==> src/rtl/obj_spawn_sched.sv <==
// rtl/obj_spawn_sched.sv - round-robin spawn scheduler for a pool of obj_ctl slots
// Optional reject path enabled with `define SPAWN_DROP_EN (default build: drop tied 0).
module obj_spawn_sched #(
  parameter int NOBJ  = 4,
  parameter int HOLD  = 16,
  parameter int CFG_W = 42
) (
  input  logic                    clk,
  input  logic                    rst,
  input  logic [1:0]              req,
  input  logic [CFG_W-1:0]        cfg0,
  input  logic [CFG_W-1:0]        cfg1,
  input  logic                    clr,
  input  logic [NOBJ-1:0]         obj_vi,
  output logic [1:0]              gnt,
  output logic [1:0]              drop,
  output logic [NOBJ*CFG_W-1:0]   slot_cfg,
  output logic [NOBJ-1:0]         rst_obj,
  output logic [NOBJ-1:0]         slot_en,
  output logic                    busy,
  output logic [3:0]              free_cnt
);

  typedef enum logic [1:0] {S_IDLE, S_LOAD, S_HOLD} fsm_e;
  typedef enum logic [1:0] {SL_FREE, SL_SPAWN, SL_LIVE} slot_e;

  localparam int CW = (HOLD > 1) ? $clog2(HOLD) : 1;
  localparam int IW = (NOBJ > 1) ? $clog2(NOBJ) : 1;

  fsm_e             state_q, state_d;
  slot_e            slot_st_q [NOBJ];
  slot_e            slot_st_d [NOBJ];
  logic [CFG_W-1:0] cfg_q [NOBJ];
  logic [CFG_W-1:0] cfg_d [NOBJ];
  logic [NOBJ-1:0]  low_seen_q, low_seen_d;
  logic [IW-1:0]    idx_q, idx_d;
  logic [CW-1:0]    cnt_q, cnt_d;
  logic             rr_q, rr_d;
  logic [1:0]       gnt_q, gnt_d;
  logic [1:0]       drop_q, drop_d;
  logic [NOBJ-1:0]  rst_obj_q, rst_obj_d;
  logic [NOBJ-1:0]  slot_en_q, slot_en_d;
  logic             busy_q, busy_d;
  logic [3:0]       free_cnt_q, free_cnt_d;

  logic             any_free;
  logic [IW-1:0]    free_idx;
  logic             win;

  // Winner: requester at the round-robin pointer if it is asking, else the other one
  assign win = req[rr_q] ? rr_q : ~rr_q;

  // Lowest-index FREE slot, judged on the registered state so a slot freed this cycle waits a cycle
  always_comb begin
    any_free = 1'b0;
    free_idx = '0;
    for (int i = NOBJ - 1; i >= 0; i--) begin
      if (slot_st_q[i] == SL_FREE) begin
        any_free = 1'b1;
        free_idx = IW'(i);
      end
    end
  end

  // Next-state logic: reclaim filter, spawn FSM, kill-all override, registered output images
  always_comb begin
    state_d    = state_q;
    slot_st_d  = slot_st_q;
    cfg_d      = cfg_q;
    low_seen_d = low_seen_q;
    idx_d      = idx_q;
    cnt_d      = cnt_q;
    rr_d       = rr_q;
    gnt_d      = 2'b00;
    drop_d     = 2'b00;
    rst_obj_d  = rst_obj_q;

    // A LIVE slot is reclaimed only after vi reads low on two consecutive samples
    for (int i = 0; i < NOBJ; i++) begin
      if (slot_st_q[i] == SL_LIVE) begin
        if (!obj_vi[i]) begin
          if (low_seen_q[i]) begin
            slot_st_d[i]  = SL_FREE;
            low_seen_d[i] = 1'b0;
          end else begin
            low_seen_d[i] = 1'b1;
          end
        end else begin
          low_seen_d[i] = 1'b0;
        end
      end
    end

    case (state_q)
      S_IDLE: begin
        if (|req) begin
          if (any_free) begin
            state_d             = S_LOAD;
            gnt_d[win]          = 1'b1;
            idx_d               = free_idx;
            slot_st_d[free_idx] = SL_SPAWN;
            cfg_d[free_idx]     = win ? cfg1 : cfg0;
            rr_d                = ~win;
          end
`ifdef SPAWN_DROP_EN
          else if (drop_q == 2'b00) begin
            drop_d[win] = 1'b1;
            rr_d        = ~win;
          end
`endif
        end
      end
      S_LOAD: begin
        state_d          = S_HOLD;
        cnt_d            = CW'(HOLD - 1);
        rst_obj_d[idx_q] = 1'b1;
      end
      S_HOLD: begin
        if (cnt_q == '0) begin
          rst_obj_d[idx_q]  = 1'b0;
          slot_st_d[idx_q]  = SL_LIVE;
          low_seen_d[idx_q] = 1'b0;
          state_d           = S_IDLE;
        end else begin
          cnt_d = cnt_q - CW'(1);
        end
      end
      default: state_d = S_IDLE;
    endcase

    // Kill-all wins over everything except the stored configs
    if (clr) begin
      state_d    = S_IDLE;
      for (int i = 0; i < NOBJ; i++) slot_st_d[i] = SL_FREE;
      cfg_d      = cfg_q;
      idx_d      = idx_q;
      rr_d       = rr_q;
      cnt_d      = '0;
      low_seen_d = '0;
      rst_obj_d  = '0;
      gnt_d      = 2'b00;
      drop_d     = 2'b00;
    end

    busy_d     = (state_d != S_IDLE);
    free_cnt_d = '0;
    for (int i = 0; i < NOBJ; i++) begin
      slot_en_d[i] = (slot_st_d[i] == SL_LIVE);
      if (slot_st_d[i] == SL_FREE) free_cnt_d = free_cnt_d + 4'd1;
    end
  end

  // State and output registers
  always_ff @(posedge clk or negedge rst) begin
    if (!rst) begin
      state_q    <= S_IDLE;
      for (int i = 0; i < NOBJ; i++) begin
        slot_st_q[i] <= SL_FREE;
        cfg_q[i]     <= '0;
      end
      low_seen_q <= '0;
      idx_q      <= '0;
      cnt_q      <= '0;
      rr_q       <= 1'b0;
      gnt_q      <= 2'b00;
      drop_q     <= 2'b00;
      rst_obj_q  <= '0;
      slot_en_q  <= '0;
      busy_q     <= 1'b0;
      free_cnt_q <= 4'(NOBJ);
    end else begin
      state_q    <= state_d;
      slot_st_q  <= slot_st_d;
      cfg_q      <= cfg_d;
      low_seen_q <= low_seen_d;
      idx_q      <= idx_d;
      cnt_q      <= cnt_d;
      rr_q       <= rr_d;
      gnt_q      <= gnt_d;
      drop_q     <= drop_d;
      rst_obj_q  <= rst_obj_d;
      slot_en_q  <= slot_en_d;
      busy_q     <= busy_d;
      free_cnt_q <= free_cnt_d;
    end
  end

  for (genvar g = 0; g < NOBJ; g++) begin : g_cfg
    assign slot_cfg[g*CFG_W +: CFG_W] = cfg_q[g];
  end

  assign gnt      = gnt_q;
  assign drop     = drop_q;
  assign rst_obj  = rst_obj_q;
  assign slot_en  = slot_en_q;
  assign busy     = busy_q;
  assign free_cnt = free_cnt_q;

endmodule

==> config.mk <==
export PLATFORM = sky130hd
export DESIGN_NAME = obj_spawn_sched
export DESIGN_NICKNAME = d
export VERILOG_FILES = /design/src/rtl/obj_spawn_sched.sv
export SDC_FILE = /design/constraint.sdc
export NUM_CORES = 1
export LEC_CHECK = 0
export CORE_AREA = 4 4 189 136
export CTS_CLUSTER_SIZE = 8
export DETAILED_ROUTE_END_ITERATION = 16
export DIE_AREA = 0 0 193 140
export DONT_BUFFER_PORTS = 1
export RECOVER_POWER = 25
export SYNTH_ARGS = -nofsm -noshare
export SYNTH_HDL_FRONTEND = slang
export SYNTH_SLANG_ARGS = --single-unit
==> constraint.sdc <==
create_clock -name clk -period 3.5 [get_ports clk]
set_input_delay 0.175 -clock clk [delete_from_list [all_inputs] [get_ports clk]]
set_output_delay 0.175 -clock clk [all_outputs]
set_load 0.01 [all_outputs]
==> metrics.yaml, run 1 <==
power:
  power.total_uw: 8270
  power_density_nw_per_um2: 810
  p_leak_uw: 0.00451
  peakVddDrop_v: 0.000438
logic_synthesis:
  postSynthCellCount: 782
  synth_seq_area_share_pct: 62.0
  ys.flop_type: "dfrtp_1"
  synth_area_leaders: "dfrtp_1 62%, a21oi_1 7.4%, nor2_1 7.0%, mux2i_1 5.1%, o21ai_0 2.7%"
  yosys_register_bits: 204
  syn_area_um2: 8240
  synthArstFlopShare_pct: 100
  ys_types: 54
  synth_area_leader_cell: "dfrtp_1"
  yosys_warnings: 0
  synth_top_cell_area_share_pct: 61.6
  synth_area_per_cell_um2: 10.5
  synth-edff-count: 0
setup_path:
  max_stage_delay_ns: 0.41
  cp.arrival_ns: 3.65
  crit_chain: "inv_1 > ha_1 > nor3b_4 > nand4b_1 > a21oi_1 > a31oi_1 > inv_1 > ha_1 > xnor2_1 > ha_1 > inv_1 > a2111oi_1 > xor2_1"
  path_class: "reg -> reg"
  crit_family: "compound AO/OA/AOI/OAI gates"
  cp.buffers_inverters: 3
  slowest_stage: "a2111oi_1"
  required_ns: 3.95
  end_kind: "flop"
  startpoint_type: "flop"
  critPathMaxFanout: 6
final_layout:
  final_cell_mix: "203 x dfrtp_1, 153 x nor2_1, 122 x a21oi_1"
  diodes: 0
  layout_commonest_cell: "dfrtp_1"
  area_delta_synth_final_pct: 23.9
  final_util_pct: 42.4
  nNetsFinal: 959
  multi_input_area_um2: 2840
  register_area_um2: 5110
  fillers: 2293
  fin_area_um2: 10200
  drive_above_1_share_pct: 8.47
global_route:
  grt-ovfl-total: 0
  antenna_found_initial: 0
  grt_first_pass_wirelength_mm: 36.1
  track_usage_pct: 16.7
  grt_max_degree: 205
  grt_pass1_vias: 6326
clocking:
  worstSkewPairLatency_ns: 0.53
  cts_hold_buf: 90
  htreeDepth: 1
  cts_tree: "yes"
  path_clk_slew_ns: 0.05
  cts_inserted_buffers: 29
  cts.sinks: 204
  root_buffer: "clkbuf_16"
  clk_path_buf_depth: 3
sta:
  max_slew_margin_pct: 41.2
  layout_min_cycle_time_ns: 3.20
  drv_slew: 0
  finClkSkew_ns: 0.0146
  hold_viol: 204
  timing.hold.ws_ns: -0.653
  fmax_mhz: 312
  worst_pin_slew_ns: 0.879
  finalSetupViolCount: 0
  fin_crit_sh_pct: 91.5
placement:
  port-buffer-count: 0
  dpl_cell_area_um2: 8500
  globalplace.congestion: 0.804
  dpl.hpwl_mm: 14.9
detailed_routing:
  routed_wl_mm: 23.1
  post_drt_wl_per_cell_um: 19.3
  vias: 6017
  via_per_inst: 5.02
  first_pass_iters: 4
  drc: 0
  drtIter0Drc: 261
  ant_nets: 0
floorplanning:
  coreArea_um2: 24100
  fp-row-count: 48
  start_util_pct: 34.2
  die_x_um: 193
  die-area_um2: 27000
  die_y_um: 140
  ioPinCount: 278
min_path:
  hold_class: "in -> async"
outcome:
  violations: "negative hold slack"
  status: "complete, but fails checks"
job:
  maxCapViolations: 0
## what timing repair did
item,in CTS,in global routing
resized for setup,0,2
setup endpoints to repair,0,1
hold endpoints to repair,372,204
buffers inserted,0,0
## sequential cells by signal, indices dropped and copies added, names as in the netlist
| signal | count |
|---|---|
| rr_q | 1 |
| cnt_q | 4 |
| state_q | 2 |
| idx_q | 2 |
| rst_obj | 4 |
| low_seen_q | 4 |
| gnt | 2 |
| slot_en | 4 |
| slot_st_q | 8 |
| busy | 1 |
| free_cnt | 4 |
| slot_cfg | 168 |
## routing by layer
layer / routed length [um] / global-route usage (%) / up-vias / share of wire (%)
li1: - / - / 2811 / -
met1: 9930 / 22.1 / 2928 / 43
met2: 10300 / 26.3 / 242 / 44
met3: 2480 / 6.38 / 36 / 11
met4: 446 / 3.72 / 0 / 1.9
met5: 0 / 0 / - / 0
## per-stage QoR
stage	instances	TNS, ns	setup WS [ns]
finish	1199	0	0.298
global route	1199	-0.0287	-0.0287
CTS	1199	0	0.204
detailed placement	1066	0	0.286
global placement	1066	0	0.416
floorplan	784	0	0.602
## layout make-up
cell class	instances	share of cell area, %
Clock inverter	2	0.380
Multi-Input combinational cell	510	27.8
Clock buffer	41	7.55
Sequential cell	204	50.0
Timing Repair Buffer	101	9.75
Tap cell	325	3.98
Inverter	16	0.588
## synthesized netlist by cell type, types with 2 or more instances
cell type and count:
xnor2_1 2, a21oi_2 18, o31ai_1 3, inv_1 16, buf_2 18, and3_1 3, nor2_1 153, buf_4 9
a31oi_1 3, a311oi_1 3, o211a_1 2, buf_1 5, nor3_1 5, nand2b_1 5, dfrtp_1 203, nor2b_1 2
nor4b_1 2, nand2_1 53, clkbuf_1 19, a2bb2oi_1 2, a21oi_1 122, buf_6 3, ha_1 4, and2_1 6
o21bai_1 2, a211oi_1 6, mux2i_1 42, o21ai_0 45
## cells by family (layout without fill, tap and decap cells)
group           count (synthesis)  count (layout)  synth area share (%)
flops                         204             204                  62.0
buf+inv                        70             160                  4.14
compound gates                214             214                  14.9
other cells                     1               3                0.0455
mux                            43              43                  5.24
xor+xnor                        3               3                 0.319
simple gates                  243             243                  12.8
fa+ha+maj                       4               4                 0.607
## power by group
group	leakage (uW)	internal [uW]	switching, uW
Sequential	0.00252	3170	1070
Clock	0.000390	1570	972
Combinational	0.00160	695	799
Total	0.00451	5430	2840
## path summary, 6_finish.rpt
| kind | from | to | slack [ns] | depth (start not counted) |
|---|---|---|---|---|
| max reg2reg | cnt_q[0]$_DFFE_PN0P_ | free_cnt[2]$_DFF_PN1_ | 0.30 | 13 |
| min reg2reg | slot_cfg[3]$_DFFE_PN0P_ | slot_cfg[3]$_DFFE_PN0P_ | 0.54 | 2 |
| max in group asynchronous | rst | free_cnt[2]$_DFF_PN1_ | 3.88 | 0 |
| min | rst | slot_cfg[77]$_DFFE_PN0P_ | -0.65 | 0 |
| min in group clk | cfg0[2] | slot_cfg[44]$_DFFE_PN0P_ | 0.02 | 2 |
| max | cnt_q[0]$_DFFE_PN0P_ | free_cnt[2]$_DFF_PN1_ | 0.30 | 13 |
## worst reg2reg max path, delay by kind of cell, from the launching register on
kind / cells / cell delay, ns
AOI/OAI and AO/OA: 3 / 0.89
adders and majority gates: 3 / 0.64
and+or+nand+nor: 2 / 0.56
xor gates and xnor gates: 2 / 0.46
DFF: 1 / 0.39
buffers and inverters: 3 / 0.19
Power figures use the tool's default switching activity.
==> run 2, diff against run 1 <==
CORE_AREA = 4 4 167 121   (was 4 4 189 136)
DIE_AREA = 0 0 171 125   (was 0 0 193 140)
HOLD_SLACK_MARGIN = 0.02   (was unset)
==> metrics.yaml, run 2 (synthesized netlist as in run 1, its figures left out) <==
clocking:
  cts_hold_buf: 89
  htreeDepth: 1
  path_clk_slew_ns: 0.05
  worstSkewPairLatency_ns: 0.51
  cts_tree: "yes"
  cts.sinks: 204
  root_buffer: "clkbuf_16"
  cts_inserted_buffers: 29
  post_cts_buffers: 0
  clk_path_buf_depth: 3
final_layout:
  fillers: 1606
  drive_above_1_share_pct: 8.28
  final_util_pct: 54.2
  final_cell_mix: "203 x dfrtp_1, 153 x nor2_1, 122 x a21oi_1"
  diodes: 0
  area_delta_synth_final_pct: 22.3
  nNetsFinal: 957
  layout_commonest_cell: "dfrtp_1"
  largest_reg_flops: 168
power:
  peakVddDrop_v: 0.000408
  power_density_nw_per_um2: 821
  power.total_uw: 8270
  p_leak_uw: 0.00450
global_route:
  grt_max_degree: 205
  grt_first_pass_wirelength_mm: 35.8
  track_usage_pct: 20.7
  antenna_found_initial: 0
  grt-ovfl-total: 0
  grt_pass1_vias: 6296
sta:
  worst_pin_slew_ns: 0.855
  rsz0062_at_grt: "no"
  finClkSkew_ns: 0.0108
  hold_viol: 204
  fin_crit_sh_pct: 91.4
  setup_tns_ns: 0
  timing.hold.ws_ns: -0.639
  finalSetupViolCount: 0
  layout_min_cycle_time_ns: 3.20
  fmax_mhz: 312
  max_slew_margin_pct: 42.8
  drv_slew: 0
  setup_slack_ns: 0.300
detailed_routing:
  drc: 0
  via_per_inst: 5.55
  first_pass_iters: 5
  drtIter0Drc: 476
  ant_nets: 0
  post_drt_wl_per_cell_um: 20.8
  vias: 6176
  routed_wl_mm: 23.1
floorplanning:
  fp-row-count: 42
  coreArea_um2: 18600
  ioPinCount: 278
  die_x_um: 171
  die_y_um: 125
  die-area_um2: 21400
  start_util_pct: 44.3
outcome:
  violations: "negative hold slack"
  status: "complete, but fails checks"
placement:
  dpl.hpwl_mm: 14.9
  port-buffer-count: 0
  globalplace.congestion: 0.903
  pre_cts_ws_ns: 0.201
setup_path:
  cp.arrival_ns: 3.63
  cp.buffers_inverters: 3
  path_class: "reg -> reg"
  crit_family: "compound AO/OA/AOI/OAI gates"
  cp.depth: 13
  end_kind: "flop"
  max_stage_delay_ns: 0.42
  critPathMaxFanout: 6
  slowest_stage: "a2111oi_1"
  required_ns: 3.93
  rr_worst_depth: 13
  crit_chain: "inv_1 > ha_1 > nor3b_4 > nand3_1 > a21oi_1 > a31oi_1 > inv_1 > ha_1 > xnor2_1 > ha_1 > inv_1 > a2111oi_1 > xor2_1"
  startpoint_type: "flop"
job:
  maxCapViolations: 0
min_path:
  hold_class: "in -> async"
run 2: changes by cell type in the layout (fill, tap and decap cells not counted), sizes merged:
cell and change:
dlygate4sd3 -1, inv -1, clkbuf -1, buf -1
run 2: layer usage:
metal  share of wire (%)  GRT usage (%)  vias to the layer above
met3                  10           6.75                       42
met2                  47           34.3                      286
li1                    -              -                     2807
met4                 2.4           4.84                        0
met1                  40           26.6                     3041
met5                   0              0                        -
run 2: metrics by stage:
| stage | instances | instance area, um2 |
|---|---|---|
| after floorplan | 784 | 8250 |
| after global placement | 982 | 8380 |
| after detailed placement | 982 | 8380 |
| after CTS | 1112 | 10100 |
| after global routing | 1112 | 10100 |
| final | 1112 | 10100 |
run 2: what timing repair did:
item / in CTS / in global routing
setup endpoints to repair: 0 / 1
gates resized for setup: 0 / 2
endpoints found under the hold margin: 372 / 204
run 2: power by group:
part / internal, uW / total, uW / switching [uW]
clock: 1560 / 2490 / 929
sequential: 3170 / 4270 / 1100
combinational: 695 / 1510 / 817
run 2: path summary, 6_finish.rpt:
check / from / to / slack [ns]
worst max-delay path: cnt_q[0]$_DFFE_PN0P_ / free_cnt[2]$_DFF_PN1_ / 0.30
worst min-delay path: rst / slot_cfg[157]$_DFFE_PN0P_ / -0.64
worst max register to register: cnt_q[0]$_DFFE_PN0P_ / free_cnt[2]$_DFF_PN1_ / 0.30
worst min register to register: slot_cfg[34]$_DFFE_PN0P_ / slot_cfg[34]$_DFFE_PN0P_ / 0.55
max in group asynchronous: rst / free_cnt[2]$_DFF_PN1_ / 3.80
min in group clk: cfg0[7] / slot_cfg[91]$_DFFE_PN0P_ / 0.01
run 2: final cells by class:
type,count,area (um2),area share (%)
inverters,16,60.1,0.596
multi-input cells,510,2830,28.1
flip-flops and latches,204,5110,50.7
clock buffers,40,767,7.61
repair buffers,99,978,9.71
well taps,242,303,3.00
clock inverters,1,30.0,0.298
==> run 3, diff against run 2 <==
CORE_AREA = 3 3 166 120   (was 4 4 167 121)
CTS_CLUSTER_SIZE = unset   (was 8)
DIE_AREA = 0 0 169 123   (was 0 0 171 125)
PLACE_DENSITY_LB_ADDON = 0.3   (was unset)
==> metrics.yaml, run 3 (synthesized netlist as in run 1, its figures left out) <==
power:
  power_density_nw_per_um2: 782
  power.total_uw: 7870
  p_leak_uw: 0.00450
  peakVddDrop_v: 0.000523
sta:
  fmax_mhz: 326
  rsz0062_at_grt: "no"
  layout_min_cycle_time_ns: 3.07
  hold_viol: 204
  max_slew_margin_pct: 38.4
  finalSetupViolCount: 0
  setup_tns_ns: 0
  finClkSkew_ns: 0.0166
  fin_crit_sh_pct: 87.7
  worst_pin_slew_ns: 0.917
  drv_slew: 0
  timing.hold.ws_ns: -0.606
final_layout:
  area_delta_synth_final_pct: 22.1
  diodes: 0
  final_cell_mix: "203 x dfrtp_1, 153 x nor2_1, 122 x a21oi_1"
  fin_area_um2: 10100
  final_cells: 1118
  drive_above_1_share_pct: 8.79
  layout_commonest_cell: "dfrtp_1"
  register_area_um2: 5110
  fillers: 1547
  multi_input_area_um2: 2830
  largest_reg_flops: 168
  nNetsFinal: 961
global_route:
  antenna_found_initial: 0
  top_usage_layer: "met2"
  grt_pass1_vias: 6295
  use_met3_pct: 7.80
  track_usage_pct: 20.8
  use_met2_pct: 33.5
  grt-ovfl-total: 0
  grt_max_degree: 205
  met1_usage_pct: 26.7
  grt_first_pass_wirelength_mm: 34.7
floorplanning:
  die_y_um: 123
  ioPinCount: 278
  start_util_pct: 44.4
  fp-row-count: 42
  die_x_um: 169
  coreArea_um2: 18600
  die-area_um2: 20800
detailed_routing:
  post_drt_wl_per_cell_um: 20.0
  ant_nets: 0
  drtIter0Drc: 428
  routed_wl_mm: 22.3
  first_pass_iters: 5
  via_per_inst: 5.50
  vias: 6152
  drc: 0
setup_path:
  cp-startpoint: "cnt_q[1]$_DFFE_PN0P_"
  path_class: "reg -> reg"
  reg2reg_slack_ns: 0.43
  r2r-end: "free_cnt[2]$_DFF_PN1_"
  timing.rr.start: "cnt_q[1]$_DFFE_PN0P_"
  end_kind: "flop"
  startpoint_type: "flop"
  required_ns: 3.92
  endpoint: "free_cnt[2]$_DFF_PN1_"
  rr_worst_depth: 13
  critPathMaxFanout: 4
  cp.arrival_ns: 3.49
placement:
  globalplace.congestion: 0.869
  dp_cells: 987
  port-buffer-count: 0
  dpl_cell_area_um2: 8430
  dpl.hpwl_mm: 14.4
clocking:
  htreeDepth: 1
  cts_tree: "yes"
  clk_path_buf_depth: 3
  cts_hold_buf: 97
  cts.sinks: 204
  worstSkewPairLatency_ns: 0.49
  root_buffer: "clkbuf_16"
  cts_inserted_buffers: 20
  path_clk_slew_ns: 0.06
outcome:
  violations: "negative hold slack"
  status: "complete, but fails checks"
job:
  maxCapViolations: 0
min_path:
  hold_class: "in -> async"
-- run 3: where the power goes --
part           internal (uW)  switching [uW]  total [uW]
Sequential              3160            1070        4230
Combinational            699             816        1520
Clock                   1270             855        2130
Total                   5130            2740        7870
-- run 3: worst max-delay path, cell delays in order, from the launching register on --
cell,delay (ns)
dfrtp_1,0.40
inv_1,0.08
ha_1,0.19
nor3b_2,0.27
nand4b_1,0.23
a21oi_1,0.29
a31oi_1,0.16
inv_1,0.08
ha_1,0.24
xnor2_1,0.26
ha_1,0.20
inv_1,0.05
a2111oi_2,0.36
xor2_1,0.19
-- run 3: cell type report --
class | instances | share of cell area (%)
flip-flops and latches | 204 | 50.7
multi-input cells | 510 | 28.1
repair buffers | 112 | 11.0
clock buffers | 31 | 6.09
well taps | 242 | 3.01
inverters | 16 | 0.597
clock inverters | 3 | 0.398
-- run 3: worst min path at each step --
stage / endpoint / slack, ns
finish: slot_cfg[163]$_DFFE_PN0P_ / -0.61
global route: slot_cfg[163]$_DFFE_PN0P_ / -0.64
CTS: gnt[1]$_DFF_PN0_ / -0.64
detailed placement: slot_cfg[163]$_DFFE_PN0P_ / -0.11
global placement: slot_cfg[163]$_DFFE_PN0P_ / -0.11
floorplan: busy$_DFF_PN0_ / -0.12
-- run 3: what timing repair did --
action                                 CTS  global route
gates resized for setup                  0             2
endpoints found under the hold margin  355           204
setup endpoints to repair                0             1
setup buffers                            0             0
-- run 3: metrics by stage --
stage	util (%)	worst slack [ns]
global placement	45.5	0.526
detailed placement	45.5	0.320
finish	54.2	0.431
global route	54.2	0.107
floorplan	-	0.602
CTS	54.2	0.298
-- run 3: routing by layer --
| metal | vias up | part of all wire [%] |
|---|---|---|
| li1 | 2815 | - |
| met1 | 2996 | 40 |
| met2 | 296 | 46 |
| met3 | 45 | 11 |
| met4 | 0 | 2.8 |
| met5 | - | 0 |
